### config.mk
export PLATFORM = sky130hd
export DESIGN_NAME = execute
export DESIGN_NICKNAME = d
export VERILOG_FILES = /design/src/rtl/execute.sv
export SDC_FILE = /design/constraint.sdc
export NUM_CORES = 1
export LEC_CHECK = 0
export BUFFER_PORTS_ARGS = -buffer_cell sky130_fd_sc_hd__buf_2
export CAP_MARGIN = 0
export CELL_PAD_IN_SITES_DETAIL_PLACEMENT = 0
export CELL_PAD_IN_SITES_GLOBAL_PLACEMENT = 1
export CORE_ASPECT_RATIO = 1.25
export CORE_UTILIZATION = 40
export CTS_BUF_LIST = sky130_fd_sc_hd__clkbuf_8
export CTS_CLUSTER_SIZE = 30
export DETAILED_ROUTE_END_ITERATION = 16
export PLACE_DENSITY = 0.86
export RECOVER_POWER = 25
export SKIP_LAST_GASP = 1
export SLEW_MARGIN = 0
export SYNTH_ARGS = -nofsm -noshare
export SYNTH_HDL_FRONTEND = slang
export SYNTH_SLANG_ARGS = --single-unit
### constraint.sdc
create_clock -name clk -period 4.8 [get_ports clk]
set_input_delay 0.24 -clock clk [delete_from_list [all_inputs] [get_ports clk]]
set_output_delay 0.24 -clock clk [all_outputs]
set_load 0.1 [all_outputs]
### src/rtl/execute.sv
// EX stage of the 5-stage MIPS pipeline: operand select, ALU control decode,
// ALU, destination select and the EX/MEM pipeline register.
module execute #(
    parameter int WIDTH = 32,
    parameter int REGW  = 5
) (
    input  logic             clk,
    input  logic             rstn,
    input  logic             iSig_RegDst,
    input  logic [1:0]       iSig_ALUOp,
    input  logic             iSig_ALUSrc,
    input  logic [WIDTH-1:0] iadder_branch_result,
    input  logic [WIDTH-1:0] iregfile_read_1,
    input  logic [WIDTH-1:0] iregfile_read_2,
    input  logic [WIDTH-1:0] iimm,
    input  logic [REGW-1:0]  iins2016,
    input  logic [REGW-1:0]  iins1511,
    output logic [WIDTH-1:0] o_adder_branch_result,
    output logic             oALU_zero,
    output logic [WIDTH-1:0] oALU_result,
    output logic [WIDTH-1:0] oregfile_read_2,
    output logic [REGW-1:0]  oreg_write_reg
);

    typedef enum logic [3:0] {
        ALU_ADD,
        ALU_SUB,
        ALU_AND,
        ALU_OR,
        ALU_XOR,
        ALU_NOR,
        ALU_SLT,
        ALU_SLTU,
        ALU_SLL,
        ALU_SRL,
        ALU_SRA,
        ALU_NONE
    } aluOp_t;

    aluOp_t           w_aluOp;
    logic [WIDTH-1:0] w_opA;
    logic [WIDTH-1:0] w_opB;
    logic [4:0]       w_shamt;
    logic [5:0]       w_funct;
    logic [WIDTH-1:0] w_aluResult;
    logic             w_aluZero;
    logic [REGW-1:0]  w_writeReg;

    assign w_opA      = iregfile_read_1;
    assign w_opB      = iSig_ALUSrc ? iimm : iregfile_read_2;
    assign w_funct    = iimm[5:0];
    assign w_shamt    = iimm[10:6];
    assign w_writeReg = iSig_RegDst ? iins1511 : iins2016;
    assign w_aluZero  = (w_aluResult == '0);

    // Decode the main-control ALUOp class (and funct for R-type) into one ALU operation.
    always_comb begin
        w_aluOp = ALU_NONE;
        case (iSig_ALUOp)
            2'b00: w_aluOp = ALU_ADD;
            2'b01: w_aluOp = ALU_SUB;
            2'b11: w_aluOp = ALU_OR;
            default: begin
                case (w_funct)
                    6'b100000, 6'b100001: w_aluOp = ALU_ADD;
                    6'b100010, 6'b100011: w_aluOp = ALU_SUB;
                    6'b100100:            w_aluOp = ALU_AND;
                    6'b100101:            w_aluOp = ALU_OR;
                    6'b100110:            w_aluOp = ALU_XOR;
                    6'b100111:            w_aluOp = ALU_NOR;
                    6'b101010:            w_aluOp = ALU_SLT;
                    6'b101011:            w_aluOp = ALU_SLTU;
                    6'b000000:            w_aluOp = ALU_SLL;
                    6'b000010:            w_aluOp = ALU_SRL;
                    6'b000011:            w_aluOp = ALU_SRA;
                    default:              w_aluOp = ALU_NONE;
                endcase
            end
        endcase
    end

    // ALU datapath; wraps modulo 2^WIDTH, shifts always act on operand B.
    always_comb begin
        w_aluResult = '0;
        case (w_aluOp)
            ALU_ADD:  w_aluResult = w_opA + w_opB;
            ALU_SUB:  w_aluResult = w_opA - w_opB;
            ALU_AND:  w_aluResult = w_opA & w_opB;
            ALU_OR:   w_aluResult = w_opA | w_opB;
            ALU_XOR:  w_aluResult = w_opA ^ w_opB;
            ALU_NOR:  w_aluResult = ~(w_opA | w_opB);
            ALU_SLT:  w_aluResult = {{(WIDTH-1){1'b0}}, ($signed(w_opA) < $signed(w_opB))};
            ALU_SLTU: w_aluResult = {{(WIDTH-1){1'b0}}, (w_opA < w_opB)};
            ALU_SLL:  w_aluResult = w_opB << w_shamt;
            ALU_SRL:  w_aluResult = w_opB >> w_shamt;
            ALU_SRA:  w_aluResult = $signed(w_opB) >>> w_shamt;
            default:  w_aluResult = '0;
        endcase
    end

    // EX/MEM pipeline register: loads every cycle, synchronous reset wins over the load.
    always_ff @(posedge clk) begin
        if (rstn) begin
            o_adder_branch_result <= '0;
            oALU_zero             <= 1'b0;
            oALU_result           <= '0;
            oregfile_read_2       <= '0;
            oreg_write_reg        <= '0;
        end else begin
            o_adder_branch_result <= iadder_branch_result;
            oALU_zero             <= w_aluZero;
            oALU_result           <= w_aluResult;
            oregfile_read_2       <= iregfile_read_2;
            oreg_write_reg        <= w_writeReg;
        end
    end

endmodule

==> metrics.md <==
| Metric | Value |
|---|---|
| Synth cell types | `98` |
| Pwr dens | `235 nW/um2` |
| Synthesized cell area | `15,200 um2` |
| First-pass GRT wire length | `109,000 um` |
| Final hold viol count | `0` |
| Share of the synthesized area in the top cell type | `0.134` |
| Post-CTS sizing | `0` |
| Most common flop cell mapped by yosys | `dfxtp_1` |
| CP Capture Type | `flop` |
| Final layout net count | `2,434` |
| Slew HR | `-0.732` |
| Slowest stage delay, CP | `620 ps` |
| Die H | `220 um` |
| CP most frequent cell | `nand2_1` |
| Final Slew Violations | `95` |
| Starting density of the core | `0.407` |
| Maximum vdd drop | `226 uV` |
| Vias in the first global route | `16,600` |
| Largest net degree at the start of global routing | `80` |
| CTS buffer count | `9` |
| Finished Layout Cells | `2,681` |
| Critical path launch point type | `input port` |
| Final worst-path cycle share | `0.987` |
| Post-route ant nets | `0` |
| Worst-Margin Slew | `2600 ps` |
| Post-DR wirelength/cell | `28.0 um` |
| Crit Path Category | `in2reg` |
| Clock share of power | `0.151` |
| Share of cells above drive strength 1 | `0.238` |
| Setup violators final | `0` |
| Vias post-DR | `17,600` |
| Ys async rst share | `0` |
| EDFF count, synth | `0` |
| Worst EP required | `5200 ps` |
| CTS root buffer | `clkbuf_8` |
| Layout overhead on the synthesized area | `17.5%` |
| Clock H-tree levels | `3` |
| WL final | `75,000 um` |
| Clk sinks | `102` |
| Max-cap violations | `2` |
| Hold path start | `iins1511[2]` |
| Register area share after synthesis | `0.134` |
| Post-synthesis register bit count | `102` |
| Failing checks | `max-capacitance violations, max-slew violations` |
| Leakage | `0.00784 uW` |
| Drt initial violations | `2,126` |
| Clock-pin slew on the worst setup and hold paths | `110 ps` |
| Status | `finished, violations left` |
| Placed Cells | `2,629` |
| Synth Net Count | `2,178` |
| Avg Synthesized Cell Area | `7.86 um2` |
| Die Width | `176 um` |
| Antenna violations before repair | `0` |
| CP cell instances | `buf_4, mux2i_1, ha_1, a21oi_1, nand2b_1, o22ai_1, o21ai_0, nand2_1, a221o_1, a211oi_1, nand2_1, nor4_1, nand4_1, nor2_1` |
| Synth area leaders | `dfxtp_1 (13%), mux4_2 (9.8%), ha_1 (8.2%), mux2i_1 (7.1%), a21oi_1 (4.2%)` |
| Hold bufs inserted after CTS | `35` |
| Area leader, netlist | `dfxtp_1` |
| Worst path arrival time | `5130 ps` |
| Biggest regs | `oALU_result (32), o_adder_branch_result (32), oregfile_read_2 (32)` |
| Unrepaired setup endpoints after global routing | `no` |
| GP Congestion | `1.04` |
| FP Rows | `79` |
| CTS tree | `yes` |
| Beginning of the critical path | `iSig_ALUSrc` |
| Sequential share of power | `0.222` |
| Comb power frac | `0.627` |
| DP Wirelength | `58,900 um` |
| Cell count after synthesis | `1,933` |
| Tmin final | `4740 ps` |
| Fmax | `0.211 GHz` |
| TNS Setup | `0 ps` |
| Hold slack | `22.0 ps` |
| NetSw | `2230 uW` |
| I/O Buffers | `245` |
| End of the critical path | `oALU_zero` |
| Core area | `37,400 um2` |
| Vias/cell | `6.56` |
| DRC violations left | `0` |
| Hold WC Path Type | `in2reg` |
| Int Pwr | `1960 uW` |
| Setup Buffers After CTS | `0` |
| GRT Total Usage | `0.380` |
| CP Max Fanout | `17` |
| Sw Share | `0.532` |
| Top Ports | `246` |
| YS warnings | `0` |
| Final global-route overflow total | `0` |
| Deepest clock path buffer count | `2` |
| Slowest-stage cell, CP | `mux2i_1` |
| Router iterations before antenna repair | `6` |
| DIE AREA | `38,800 um2` |
| Total power | `4190 uW` |
## routing by layer
metal  share of wire  routed length, um  global-route usage  vias to the layer above
met5               0                  0                   0                        -
met4           0.064               4800               0.217                        0
met3           0.084               6270              0.0619                      220
met2            0.46              34700               0.623                     1061
met1            0.39              29300               0.469                     8536
li1                -                  -                   -                     7773
## cell type report
cell class | count | area (um2)
fill | 3771 | 19500
multi-input combinational | 1566 | 12000
timing repair buffer | 401 | 2590
sequential | 102 | 2040
tap | 486 | 608
inverter | 109 | 409
clock buffer | 9 | 124
clock inverter | 7 | 96.3
antenna | 1 | 2.50
## synthesized netlist by cell type (12+ instances only)
cell type / instances
buf_2: 33
nand2b_1: 23
o31ai_1: 12
nor3_1: 42
nor4_1: 14
o22ai_1: 32
mux4_2: 66
nand4_1: 16
a21oi_1: 128
and2_1: 23
nand3_1: 48
o211ai_1: 35
nor2_1: 168
a22oi_1: 16
ha_1: 99
dfxtp_1: 102
a31oi_1: 22
o21ai_0: 80
o221ai_1: 15
xnor2_1: 12
o311ai_0: 12
buf_1: 12
clkbuf_1: 86
a21o_1: 21
mux2_2: 35
buf_6: 12
a211oi_1: 39
buf_4: 12
inv_1: 107
nor2b_1: 79
mux2i_1: 108
nand2_1: 167
## cells by family (layout without fill, tap and decap cells)
kind of cell / Yosys count / count (layout) / synth area share
flip-flops: 102 / 102 / 0.134
adder cells (fa/ha/maj): 101 / 101 / 0.0842
AND/OR/NAND/NOR: 641 / 641 / 0.206
multiplexers: 222 / 222 / 0.216
XOR/XNOR: 17 / 17 / 0.00980
other: 0 / 1 / 0
buffers and inverters: 265 / 526 / 0.0781
AO/OA/AOI/OAI: 585 / 585 / 0.272
## worst max-delay path: cells and delay by family
family | cells | cell delay [ps]
adder cells (fa/ha/maj) | 1 | 490
AO/OA/AOI/OAI | 5 | 1850
multiplexers | 1 | 620
buffers and inverters | 1 | 260
AND/OR/NAND/NOR | 6 | 1650
## layout by cell type (no fill, tap or decap), types with 32 or more instances in the layout
| cell | synthesis | routed |
|---|---|---|
| o21ai_0 | 80 | 80 |
| nor3_1 | 42 | 41 |
| dfxtp_1 | 102 | 102 |
| dlygate4sd3_1 | 0 | 35 |
| mux4_2 | 66 | 66 |
| o211ai_1 | 35 | 35 |
| a21oi_1 | 128 | 128 |
| nand3_1 | 48 | 48 |
| nor2b_1 | 79 | 79 |
| a211oi_1 | 39 | 39 |
| mux2_2 | 35 | 35 |
| mux2i_1 | 108 | 108 |
| nand2_1 | 167 | 167 |
| buf_4 | 12 | 113 |
| ha_1 | 99 | 99 |
| buf_2 | 33 | 242 |
| inv_1 | 107 | 106 |
| nor2_1 | 168 | 168 |
| o22ai_1 | 32 | 32 |
## how the worst min path moves through the flow
| stage | depth (start not counted) | slack (ps) | endpoint |
|---|---|---|---|
| global route | 3 | 10 | oreg_write_reg[1] |
| floorplan | 2 | 350 | oregfile_read_2[8] |
| detailed placement | 2 | 450 | o_adder_branch_result[14] |
| CTS | 3 | 8 | oreg_write_reg[2] |
| finish | 3 | 20 | oreg_write_reg[2] |
| global placement | 2 | 450 | o_adder_branch_result[11] |
## power groups by stage
stage	registers [uW]	logic, uW	clock network [uW]
6_report	930	2630	635
5_1_grt	936	2750	671
4_1_cts	930	2560	645
3_5_place_dp	949	2530	0
3_3_place_gp	947	2520	0
2_1_floorplan	1450	1250	0
## per-stage QoR
| step | util | setup slack (ps) | cell area (um2) |
|---|---|---|---|
| 2_1_floorplan | - | 61.6 | 15200 |
| 3_3_place_gp | 0.463 | -193 | 17300 |
| 3_5_place_dp | 0.463 | -213 | 17300 |
| 4_1_cts | 0.478 | 247 | 17900 |
| 5_1_grt | 0.478 | 142 | 17800 |
| 6_report | 0.478 | 64.5 | 17900 |
(Power assumes the default switching activity.)
